## config.mk

```make
export PLATFORM = sky130hd
export DESIGN_NAME = ex_stage
export DESIGN_NICKNAME = d
export VERILOG_FILES = /design/src/rtl/core_pkg.sv /design/src/rtl/alu_core.sv /design/src/rtl/ex_stage.sv
export SDC_FILE = /design/constraint.sdc
export NUM_CORES = 1
export LEC_CHECK = 0
export CAP_MARGIN = 30
export CORE_MARGIN = 2
export CORE_UTILIZATION = 35
export CTS_CLUSTER_DIAMETER = 30
export DETAILED_ROUTE_END_ITERATION = 16
export PLACE_DENSITY_LB_ADDON = 0.08
export SLEW_MARGIN = 20
export SYNTH_ARGS = -nofsm -noshare
export SYNTH_HDL_FRONTEND = slang
export SYNTH_SLANG_ARGS = --single-unit
```

## constraint.sdc

```tcl
create_clock -name CLK -period 10.5 [get_ports CLK]
set_input_delay 2.1 -clock CLK [delete_from_list [all_inputs] [get_ports CLK]]
set_output_delay 2.1 -clock CLK [all_outputs]
set_load 0.02 [all_outputs]
```

## src/rtl/core_pkg.sv

```systemverilog
// Shared definitions for the execute stage: datapath defaults,
// ALU operation codes and forwarding selects.
package core_pkg;

    localparam int WIDTH_D   = 32;
    localparam int REGADDR_D = 5;

    localparam logic [2:0] ALU_AND = 3'b000;
    localparam logic [2:0] ALU_OR  = 3'b001;
    localparam logic [2:0] ALU_ADD = 3'b010;
    localparam logic [2:0] ALU_SUB = 3'b110;
    localparam logic [2:0] ALU_SLT = 3'b111;

    localparam logic [1:0] FWD_REG = 2'b00;
    localparam logic [1:0] FWD_WB  = 2'b01;
    localparam logic [1:0] FWD_MEM = 2'b10;

endpackage

```

## src/rtl/alu_core.sv

```systemverilog
// Combinational ALU: add/sub/and/or/slt with zero, signed-overflow
// and illegal-code flags.
module alu_core
    import core_pkg::*;
#(
    parameter int WIDTH = WIDTH_D
) (
    input  logic [WIDTH-1:0] A,
    input  logic [WIDTH-1:0] B,
    input  logic [2:0]       CODE,
    output logic [WIDTH-1:0] RESULT,
    output logic             ZERO,
    output logic             OVF,
    output logic             ILLEGAL
);

    logic [WIDTH-1:0] w_sum;
    logic [WIDTH-1:0] w_diff;
    logic             w_lt;

    assign w_sum  = A + B;
    assign w_diff = A - B;
    assign w_lt   = $signed(A) < $signed(B);

    always_comb begin
        RESULT  = '0;
        OVF     = 1'b0;
        ILLEGAL = 1'b0;
        case (CODE)
            ALU_ADD: begin
                RESULT = w_sum;
                OVF    = (A[WIDTH-1] == B[WIDTH-1]) &&
                         (w_sum[WIDTH-1] != A[WIDTH-1]);
            end
            ALU_SUB: begin
                RESULT = w_diff;
                OVF    = (A[WIDTH-1] != B[WIDTH-1]) &&
                         (w_diff[WIDTH-1] != A[WIDTH-1]);
            end
            ALU_AND: RESULT = A & B;
            ALU_OR:  RESULT = A | B;
            ALU_SLT: RESULT = {{(WIDTH-1){1'b0}}, w_lt};
            default: ILLEGAL = 1'b1;
        endcase
    end

    assign ZERO = (RESULT == '0);

endmodule

```

## src/rtl/ex_stage.sv

```systemverilog
// Execute stage: operand forwarding, ALU and the EX/MEM pipeline
// register with flush/stall control.
module ex_stage
    import core_pkg::*;
#(
    parameter int WIDTH   = WIDTH_D,
    parameter int REGADDR = REGADDR_D
) (
    input  logic               CLK,
    input  logic               RST,
    input  logic [WIDTH-1:0]   SRCA_E,
    input  logic [WIDTH-1:0]   RD2_E,
    input  logic [WIDTH-1:0]   SIGNIMM_E,
    input  logic [2:0]         ALUCONTROL_E,
    input  logic               ALUSRC_E,
    input  logic               REGDST_E,
    input  logic [REGADDR-1:0] RT_E,
    input  logic [REGADDR-1:0] RD_E,
    input  logic               REGWRITE_E,
    input  logic               MEMTOREG_E,
    input  logic               MEMWRITE_E,
    input  logic               VALID_E,
    input  logic [1:0]         FORWARDA_E,
    input  logic [1:0]         FORWARDB_E,
    input  logic [WIDTH-1:0]   RESULT_W,
    input  logic               STALL_M,
    input  logic               FLUSH_M,
    output logic [WIDTH-1:0]   ALUOUT_M,
    output logic [WIDTH-1:0]   WRITEDATA_M,
    output logic [REGADDR-1:0] WRITEREG_M,
    output logic               REGWRITE_M,
    output logic               MEMTOREG_M,
    output logic               MEMWRITE_M,
    output logic               ZERO_M,
    output logic               OVF_M,
    output logic               ILLEGAL_M,
    output logic               VALID_M
);

    logic [WIDTH-1:0]   w_a;
    logic [WIDTH-1:0]   w_fb;
    logic [WIDTH-1:0]   w_b;
    logic [WIDTH-1:0]   w_res;
    logic               w_zero;
    logic               w_ovf;
    logic               w_ill;
    logic [REGADDR-1:0] w_wreg;

    // Select 10 reads the registered ALUOUT_M, so a held value is
    // naturally reused while the register is stalled.
    always_comb begin
        case (FORWARDA_E)
            FWD_WB:  w_a = RESULT_W;
            FWD_MEM: w_a = ALUOUT_M;
            default: w_a = SRCA_E;
        endcase
        case (FORWARDB_E)
            FWD_WB:  w_fb = RESULT_W;
            FWD_MEM: w_fb = ALUOUT_M;
            default: w_fb = RD2_E;
        endcase
    end

    assign w_b    = ALUSRC_E ? SIGNIMM_E : w_fb;
    assign w_wreg = REGDST_E ? RD_E : RT_E;

    alu_core #(.WIDTH(WIDTH)) u_alu (
        .A       (w_a),
        .B       (w_b),
        .CODE    (ALUCONTROL_E),
        .RESULT  (w_res),
        .ZERO    (w_zero),
        .OVF     (w_ovf),
        .ILLEGAL (w_ill)
    );

    always_ff @(posedge CLK) begin
        if (RST || FLUSH_M) begin
            ALUOUT_M    <= '0;
            WRITEDATA_M <= '0;
            WRITEREG_M  <= '0;
            REGWRITE_M  <= 1'b0;
            MEMTOREG_M  <= 1'b0;
            MEMWRITE_M  <= 1'b0;
            ZERO_M      <= 1'b0;
            OVF_M       <= 1'b0;
            ILLEGAL_M   <= 1'b0;
            VALID_M     <= 1'b0;
        end else if (!STALL_M) begin
            ALUOUT_M    <= w_res;
            WRITEDATA_M <= w_fb;
            WRITEREG_M  <= w_wreg;
            REGWRITE_M  <= REGWRITE_E & VALID_E;
            MEMTOREG_M  <= MEMTOREG_E;
            MEMWRITE_M  <= MEMWRITE_E & VALID_E;
            ZERO_M      <= w_zero;
            OVF_M       <= w_ovf;
            ILLEGAL_M   <= w_ill & VALID_E;
            VALID_M     <= VALID_E;
        end
    end

endmodule

```

==> results.md, run 1 <==
- FFs w/ async S/R, synth: 0%
- Global-route wire length before repair: slightly above 60 mm
- Final Hold Fails: 0
- Cell Pwr Density: about 110 nW/um^2
- Htree depth: 3
- Main flop type after synthesis: dfxtp_1
- Via/cell ratio: a little under 6
- NetSw: around 0.00060 W
- Clk_lat worst skew: roughly 350 ps
- Routability-driven placement congestion ratio: between 0.9 and 1
- Drt initial violations: just over 900
- Synth Area per Inst: between 6 and 7 um^2
- CTS buffer count: 9
- Met2 routed WL: about 20 mm
- Core area: roughly 27000 um^2
- Status: complete, no violations
- Period utilization: between 70% and 80%
- Post-DP HPWL: roughly 32 mm
- Initial Util: roughly a third
- Final Core Density: between 40% and 50%
- Commonest non-fill, non-tap cell in the layout: clkdlybuf4s50_1
- Share of cells above drive strength 1: 3.11%
- Simple-gate share of the synthesized area: a little under a quarter
- CP max stage cell: ha_1
- Met1 wire length: around 17 mm
- Max-slew violation count: 0
- Max rail drop VDD: roughly 0.075 mV
- Synth unique cells: around 80
- Worst EP required: 10760 ps
- Met3 wire len: 2.92 mm
- Cell row count: 60
- CP peak stage delay: 560 ps
- Post-layout min period: approximately 8000 ps
- Worst-path clk slew: about 70 ps
- Worst min path class: register to register
- Power Internal: approximately 0.00074 W
- Flops & latches, synth: 76
- Hold_buf cts: 0
- CP Class: input pin to register
- Crit start category: input pin
- Sequential share of the synthesized area: between 10% and 20%
- Die outline area: ~28000 um^2
- Crit path max fanout: 18
- Die height: 168 um
- PortBufs: 230
- # resized after CTS: 0
- Final #Nets: about 1.8k
- Synth Area in Compound Gates: about 34%
- Vias: approximately 11k
- Comb pwr share: 53.0%
- Max layer used: met5
- Die Wd: 168 um
- Switching share of total power: 44.9%
- Post-CTS setup repair buffer count: 0
- Final TNS setup: 0 ps
- Drt drc: 0
- Fillers: about 2.8k
- GRT overflow: 0
- Vias in the first global route: 10.5k
- Fmax: approximately 120 MHz
- Area Overhead vs Synth: 28.9%
- GRT Overall Usage: 28.2%
- Kind of end point of the critical path: register
- Ports: around 230
- Flop pwr share: between 20% and 30%
- Final wirelength: roughly 42 mm
- Number of antenna violations at the first check in global routing: 2
- Drt first pass iters: 6
- Synth Area in Adders: between 10 and 15%
- Relative slew slack: 35.5%
- Antenna-violating nets left: 0
- RSZ-0062 raised after global routing: false
- Slew of the pin with the lowest slew margin: ~960 ps
- Mux contribution to synthesized area: around 2.0%
- Post-synthesis net count: between 1.5k and 2k
- Crit-path cells: clkdlybuf4s50_1 -> inv_1 -> ha_1 -> buf_4 -> a22oi_1 -> nor2_1 -> a21oi_1 -> o21ai_0 -> ha_1 -> inv_1 -> fa_1 -> mux2i_1 -> xnor2_1 -> o22ai_1 -> or4_1 -> a2111oi_2 -> nand4_1 -> a2111oi_0 -> and4bb_1 -> nand3b_1 -> nor4_2 -> nand4_1 -> o31ai_2
- Pin count of the biggest net entering global routing: 69
- Clock sink count: 76
- Worst-case clock buffer depth: 2
- Layout Cells excl Fill: about 1.9k
- Root Driver: clkbuf_16
- Post-synth EDFFs: 0
- Most frequent cells in the layout: clkdlybuf4s50_1 (227), nor2_1 (225), a21oi_1 (164)
- Count of final setup violators: 0
- Mapped Cells: 1421
- Cells after DPL: 1902
- Max-cap violations: 0
- Lkg Pwr: 4.89 nW
- Main combinational cell family by area after synthesis: compound AO/OA/AOI/OAI gates
- Synth Area in XOR/XNOR: about 2.4%
- Wire per inst: around 22 um
- Clock skew: about 12 ps
- Post-Syn Area: ~9400 um^2
- Clk pwr share: roughly 24%
- TritonCTS clock tree: built
- Worst EP arrival: a little over 8000 ps
- Synth warnings: 0
==> cells by family after synthesis <==
| kind of cell | Yosys count |
|---|---|
| AO/OA/AOI/OAI | 502 |
| AND/OR/NAND/NOR | 483 |
| buffers and inverters | 205 |
| adder cells (fa/ha/maj) | 110 |
| flip-flops | 76 |
| XOR/XNOR | 26 |
| multiplexers | 19 |
==> cell type report <==
| class | count | area (um^2) | area share (%) |
|---|---|---|---|
| antenna | 1 | 2.50 | 0.0206 |
| sequential | 76 | 1520 | 12.5 |
| inverter | 102 | 383 | 3.15 |
| clock inverter | 7 | 76.3 | 0.628 |
| multi-input combinational | 1140 | 7120 | 58.6 |
| clock buffer | 9 | 225 | 1.85 |
| timing repair buffer | 243 | 2400 | 19.7 |
| tap | 341 | 427 | 3.51 |
==> cell usage after synthesis (12+ instances only) <==
library cell,instances,area [um^2]
nand2b_1,19,119
a21oi_1,164,821
o211ai_1,12,90.1
clkbuf_1,83,312
nand2_1,131,492
dfxtp_1,76,1520
nor3_1,20,100
nor2b_1,13,81.3
a21o_1,14,105
o21ai_0,93,465
nor4_1,14,87.6
inv_1,100,375
a211oi_1,32,240
mux2i_1,18,180
nand3_1,21,105
xnor2_1,24,210
a22oi_1,73,548
nor2_1,225,845
ha_1,108,1350
o31ai_1,13,97.6
==> metrics by stage <==
stage / power (W) / hold WS [ps] / worst slack [ps] / area [um^2]
finish: 0.00134 / 490 / 2490 / 12200
global route: 0.00142 / 513 / 2190 / 12200
CTS: 0.00134 / 499 / 2620 / 12200
detailed placement: 0.00101 / 480 / 2290 / 11900
global placement: 0.00101 / 469 / 2130 / 11800
floorplan: 0.000772 / 565 / 3960 / 9430
==> path summary, 6_finish.rpt <==
kind / slack, ps / endpoint / from / cells after the start
hold reg to reg: 490 / WRITEDATA_M[22] / WRITEDATA_M[22] / 2
hold / removal: 490 / WRITEDATA_M[22] / WRITEDATA_M[22] / 2
setup reg to reg: 5190 / ZERO_M / ALUOUT_M[0] / 19
setup / recovery: 2490 / ZERO_M / FORWARDB_E[1] / 23
==> worst max-delay path, delay by kind of cell <==
kind / cells / cell delay (ps)
mux: 1 / 190
buf+inv: 4 / 970
fa+ha+maj: 3 / 1340
compound gates: 7 / 1780
simple gates: 7 / 1740
xor+xnor: 1 / 140
==> layer usage <==
metal	track usage (%)	up-vias
li1	-	5328
met1	35.2	5237
met2	48.9	507
met3	4.35	80
met4	10.6	2
met5	0	-
==> power by group through the flow <==
stage                     Clock [W]  Combinational (W)  Sequential (W)
after global routing       0.000341           0.000774        0.000307
after detailed placement          0           0.000697        0.000313
after floorplan                   0           0.000450        0.000322
final                      0.000325           0.000712        0.000306
after CTS                  0.000333           0.000701        0.000306
after global placement            0           0.000697        0.000313
==> registers in the layout, indices dropped and copies added (netlist names) <==
signal       flops
MEMWRITE_M       1
WRITEDATA_M     32
ILLEGAL_M        1
WRITEREG_M       5
REGWRITE_M       1
OVF_M            1
VALID_M          1
MEMTOREG_M       1
ZERO_M           1
ALUOUT_M        32
Power figures use the tool's default switching activity.
==> run 2, diff against run 1 <==
==> constraint.sdc (replaced) <==
create_clock -name CLK -period 6.42 [get_ports CLK]
set_input_delay 1.284 -clock CLK [delete_from_list [all_inputs] [get_ports CLK]]
set_output_delay 1.284 -clock CLK [all_outputs]
set_load 0.02 [all_outputs]
==> results.md, run 2 (synthesis gave the netlist of run 1 again) <==
- Kind of end point of the critical path: register
- Drt initial violations: 904 (-2.0%)
- CP Class: input pin to register
- Clock skew: 8.16 ps (-4.26 ps)
- Hold_buf cts: 0 (unchanged)
- Fillers: 2772 (-2.2%)
- Final hold slack: 484 ps (-5.80 ps)
- Clock sink count: 76 (unchanged)
- Dpl ws: -86.6 ps (-2370 ps)
- Area Overhead vs Synth: 42.1%
- Final wirelength: 41.5 mm (-0.16%)
- Switching share of total power: 42.0% (-2.8 points)
- Crit start category: input pin
- RSZ-0062 raised after global routing: false
- Clk pwr share: 20.9% (-3.3 points)
- Most frequent cells in the layout: clkdlybuf4s50_1 (227), nor2_1 (225), buf_4 (167)
- Number of antenna violations at the first check in global routing: 0 (-2)
- Ant diodes: 0 (-1)
- Worst min path class: register to register
- Root Driver: clkbuf_16
- Drt first pass iters: 5 (-1)
- Flop pwr share: 21.4% (-1.4 points)
- Drt drc: 0 (unchanged)
- Period utilization: a little over nine tenths
- Status: complete, no violations
- Cell Pwr Density: 175 nW/um^2 (+58%)
- Final #Nets: 1995 (+8.6%)
- Crit path max fanout: 18 (unchanged)
- Worst Setup Slack, final: 328 ps (-2160 ps)
- Max-cap violations: 0 (unchanged)
- Ports: 231 (unchanged)
- Htree depth: 3 (unchanged)
- NetSw: 0.000984 W (+63%)
- Share of cells above drive strength 1: 12.1% (+9.0 points)
- Final Hold Fails: 0 (unchanged)
- Worst EP required: 6670 ps (-4090 ps)
- Largest registers: ALUOUT_M (32), WRITEDATA_M (32), WRITEREG_M (5)
- Cell row count: 60 (unchanged)
- Count of final setup violators: 0 (unchanged)
- GRT overflow: 0 (unchanged)
- Routability-driven placement congestion ratio: 0.925 (-4.0%)
- PortBufs: 230 (unchanged)
- TritonCTS clock tree: built
- Global-route wire length before repair: 62.6 mm (+0.86%)
- Max rail drop VDD: 0.105 mV (+39%)
- Post-layout min period: roughly 6100 ps
- Pin count of the biggest net entering global routing: 73 (+5.8%)
- Fmax: between 150 and 200 MHz
- Core area: 26700 um^2 (unchanged)
- Clk_lat worst skew: 340 ps (about the same)
- Die height: 168 um (unchanged)
- Wire per inst: 20.0 um (-7.7%)
- Power Internal: 0.00136 W (+83%)
- Commonest non-fill, non-tap cell in the layout: clkdlybuf4s50_1
- Die Wd: 168 um (unchanged)
- Post-DP HPWL: 33.4 mm (+4.9%)
- Antenna-violating nets left: 0 (unchanged)
- Via/cell ratio: 5.48 (-5.7%)
- GRT Overall Usage: 28.5% (+0.32 points)
- Die outline area: 28300 um^2 (unchanged)
- Initial Util: 35.3% (unchanged)
- Worst-case clock buffer depth: 2 (unchanged)
- Vias: 11.4k (+2.0%)
- Worst-path clk slew: 60 ps (about the same)
- Relative slew slack: 45.2% (+9.7 points)
- Vias in the first global route: 11.0k (+4.3%)
- CTS buffer count: 9 (unchanged)
- Comb pwr share: 57.7% (+4.7 points)
- Slew of the pin with the lowest slew margin: 821 ps (-139 ps)
- Lkg Pwr: 5.66 nW (+16%)
- Worst EP arrival: 6350 ps (-1920 ps)
- Max-slew violation count: 0 (unchanged)
## run 2: cell types whose count changed in the layout (fill, tap and decap cells not counted), sizes merged
| cell | delta |
|---|---|
| inv | -4 |
| clkinv | +2 |
| buf | +158 |
| diode | -1 |
| clkinvlp | +2 |
## run 2: worst max-delay path: stages
cell and delay (ps):
clkdlybuf4s50_1 490, inv_1 90, ha_1 260, buf_4 280
a22oi_1 100, o21ai_0 630, ha_1 400, a211o_1 270
a21oi_1 270, nand2b_1 110, nor4_2 230, buf_4 180
o211ai_1 100, a31oi_1 210, xnor2_1 160, o221ai_1 200
or4bb_1 550, nor4_2 200, nand4_1 140, o31ai_2 180
## run 2: per-stage QoR
stage | util (%) | power, W | std cells | area, um^2 | setup TNS [ps]
finish | 50.1 | 0.00234 | 2076 | 13400 | 0
global route | 50.1 | 0.00250 | 2076 | 13400 | 0
CTS | 50.0 | 0.00234 | 2076 | 13400 | 0
detailed placement | 49.0 | 0.00184 | 2060 | 13100 | -86.6
global placement | 49.0 | 0.00184 | 2060 | 13100 | -7.10
floorplan | - | 0.00126 | 1421 | 9430 | 0
## run 2: cell type report
type	count	area [um^2]	share of cell area (%)
Clock buffer	9	225	1.68
Clock inverter	7	58.8	0.439
Inverter	102	383	2.86
Multi-Input combinational cell	1140	7150	53.3
Sequential cell	76	1520	11.4
Tap cell	341	427	3.18
Timing Repair Buffer	401	3640	27.1
## run 2: power by group through the flow
| stage | sequential [W] | clock (W) | combinational [W] |
|---|---|---|---|
| floorplan | 0.000526 | 0 | 0.000736 |
| global placement | 0.000511 | 0 | 0.00133 |
| detailed placement | 0.000511 | 0 | 0.00133 |
| CTS | 0.000501 | 0.000500 | 0.00134 |
| global route | 0.000502 | 0.000521 | 0.00148 |
| finish | 0.000501 | 0.000488 | 0.00135 |
## run 2: path summary, 6_finish.rpt
| check | start | to | slack [ps] | depth (start not counted) |
|---|---|---|---|---|
| max | FORWARDA_E[1] | ZERO_M | 330 | 20 |
| min | WRITEDATA_M[21] | WRITEDATA_M[21] | 480 | 2 |
| max reg2reg | ALUOUT_M[10] | ZERO_M | 1760 | 18 |
| min reg2reg | WRITEDATA_M[21] | WRITEDATA_M[21] | 480 | 2 |
## run 2: what timing repair did
action                                  in CTS  in global routing
endpoints found under the setup margin       0                  1
setup buffers                                0                  0
gates resized for setup                      0                  5
## run 2: layer usage
layer	share of wire (%)	global-route usage (%)	wire length, um	vias up
met5	0	0	0	-
met4	3.2	8.36	1330	0
met3	5.8	4.23	2400	68
met2	48	50.8	20100	373
met1	43	35.5	17700	5309
li1	-	-	-	5627
==> run 3, diff against run 2 <==
--- a/config.mk
+++ b/config.mk
@@ -7,7 +7,7 @@
 export LEC_CHECK = 0
 export CAP_MARGIN = 30
 export CORE_MARGIN = 2
-export CORE_UTILIZATION = 35
+export CORE_UTILIZATION = 47
 export CTS_CLUSTER_DIAMETER = 30
 export DETAILED_ROUTE_END_ITERATION = 16
 export PLACE_DENSITY_LB_ADDON = 0.08
==> results.md, run 3 (synthesis gave the netlist of run 1 again) <==
- Status: complete, no violations
- CP peak stage delay: 520 ps (-110 ps)
- Ant diodes: 0 (unchanged)
- Period utilization: 94.6% (-0.27 points)
- Die outline area: 21200 um^2 (-25%)
- Slew of the pin with the lowest slew margin: 824 ps (+3.24 ps)
- Relative slew slack: 45.0% (-0.16 points)
- Max-cap violations: 0 (unchanged)
- Routability-driven placement congestion ratio: 0.997 (+7.8%)
- Number of antenna violations at the first check in global routing: 0 (unchanged)
- Cell row count: 51 (-15%)
- Lkg Pwr: 5.57 nW (-1.5%)
- Kind of end point of the critical path: register
- RSZ-0062 raised after global routing: false
- Clock skew: 7.91 ps (-0.254 ps)
- Final #Nets: 1971 (-1.2%)
- Area Overhead vs Synth: 39.8%
- Final wirelength: 39.4 mm (-5.0%)
- Wire per inst: 20.0 um (-0.17%)
- Root Driver: clkbuf_16
- Met3 wire len: 2.74 mm (+14%)
- Post-CTS setup repair buffer count: 0 (unchanged)
- CP Class: input pin to register
- Initial Util: 48.1% (+13 points)
- Htree depth: 3 (unchanged)
- Commonest non-fill, non-tap cell in the layout: clkdlybuf4s50_1
- Crit-path cells: clkdlybuf4s50_1 -> inv_1 -> ha_4 -> buf_4 -> buf_12 -> nor2_1 -> a21oi_1 -> o21a_1 -> ha_1 -> a21oi_1 -> o21ai_1 -> a2111oi_1 -> a311o_1 -> a31oi_1 -> buf_4 -> a211oi_1 -> nor2_1 -> a21oi_1 -> xnor2_1 -> a21oi_1 -> nand4_1 -> o31ai_2
- Largest registers: ALUOUT_M (32), WRITEDATA_M (32), WRITEREG_M (5)
- Power Internal: 0.00142 W (+4.7%)
- Flop pwr share: 20.9% (-0.5 points)
- Cell Pwr Density: 182 nW/um^2 (+4.2%)
- Drt drc: 0 (unchanged)
- Met2 routed WL: 19.4 mm (-3.5%)
- Placed cell areas: 12800 um^2 (-2.2%)
- Max-slew violation count: 0 (unchanged)
- Worst EP arrival: 6340 ps (about the same)
- Clk pwr share: 23.5% (+2.6 points)
- Final TNS setup: 0 ps (unchanged)
- Die height: 146 um (-13%)
- Post-DP HPWL: 31.5 mm (-5.5%)
- Die Wd: 146 um (-13%)
- Drt first pass iters: 6 (+1)
- Crit-path most repeated cell: a21oi_1
- Most frequent cells in the layout: clkdlybuf4s50_1 (227), nor2_1 (224), a21oi_1 (163)
- Count of final setup violators: 0 (unchanged)
- Clock sink count: 76 (unchanged)
- Worst min path class: register to register
- Layout Cell Area excl Fill: 13200 um^2 (-1.6%)
- Drt initial violations: 948 (+4.9%)
- Fmax: 165 MHz (+0.28%)
- Antenna-violating nets left: 0 (unchanged)
- Share of cells above drive strength 1: 11.2% (-0.94 points)
- Switching share of total power: 40.8% (-1.2 points)
- Fillers: 1768 (-36%)
- Max layer used: met4
- Via/cell ratio: 5.93 (+8.3%)
- Vias in the first global route: 11.3k (+2.5%)
- CTS buffer count: 9 (unchanged)
- # resized after CTS: 0 (unchanged)
- Crit start category: input pin
- Ports: 231 (unchanged)
- Post-layout min period: 6070 ps (-17.3 ps)
- Vias: 11.7k (+3.0%)
- CP max stage cell: clkdlybuf4s50_1
- Core area: 19600 um^2 (-27%)
- Final Core Density: 67.3% (+17 points)
- PortBufs: 230 (unchanged)
- Met1 wire length: 15.7 mm (-11%)
- Clk_lat worst skew: 340 ps (about the same)
- Hold_buf cts: 0 (unchanged)
- Worst EP required: 6680 ps (about the same)
- TritonCTS clock tree: built
- Pin count of the biggest net entering global routing: 85 (+16%)
- Final hold slack: 485 ps (+1.04 ps)
- Comb pwr share: 55.6% (-2.1 points)
- Global-route wire length before repair: 60.4 mm (-3.5%)
- Worst-case clock buffer depth: 2 (unchanged)
- Total power: 0.00240 W (+2.6%)
- NetSw: 0.000979 W (-0.46%)
- GRT Overall Usage: 35.4% (+6.9 points)
- Crit path max fanout: 34 (+16)
- Worst-path clk slew: 70 ps (about the same)
- GRT overflow: 0 (unchanged)
- Final Hold Fails: 0 (unchanged)
- Max rail drop VDD: 0.144 mV (+37%)
-- run 3: worst paths after layout --
| kind | from | endpoint | slack [ps] | cells after the start |
|---|---|---|---|---|
| setup reg to reg | ALUOUT_M[0] | ZERO_M | 1830 | 19 |
| hold / removal | WRITEDATA_M[21] | WRITEDATA_M[21] | 490 | 2 |
| setup / recovery | FORWARDB_E[0] | ZERO_M | 350 | 22 |
| hold reg to reg | WRITEDATA_M[21] | WRITEDATA_M[21] | 490 | 2 |
-- run 3: area by class of cell --
cell class	instances	area, um^2	area share (%)
clock buffer	9	225	1.71
clock inverter	7	98.8	0.750
inverter	102	383	2.90
multi-input combinational	1140	7170	54.4
sequential	76	1520	11.5
tap	265	332	2.51
timing repair buffer	377	3450	26.2
-- run 3: power by group through the flow --
stage / clock network [W] / logic (W) / registers [W]
after floorplan: 0 / 0.000736 / 0.000526
after global placement: 0 / 0.00128 / 0.000511
after detailed placement: 0 / 0.00129 / 0.000511
after CTS: 0.000566 / 0.00130 / 0.000501
after global routing: 0.000588 / 0.00144 / 0.000503
final: 0.000564 / 0.00134 / 0.000501
-- run 3: stage by stage --
step,worst slack (ps),cells
6_report,346,1976
5_1_grt,43.9,1976
4_1_cts,189,1976
3_5_place_dp,-160,1960
3_3_place_gp,-75.8,1960
2_1_floorplan,696,1421
-- run 3: critical path: cells and delay by family --
kind | cells | cell delay (ps)
AOI/OAI and AO/OA | 11 | 2890
buffers and inverters | 5 | 1120
adders and majority gates | 2 | 660
and+or+nand+nor | 3 | 300
xor gates and xnor gates | 1 | 80
-- run 3: routing by layer --
layer | global-route usage [%] | vias up
li1 | - | 5591
met1 | 43.0 | 5491
met2 | 63.1 | 553
met3 | 5.27 | 88
met4 | 13.3 | 0
met5 | 0 | -
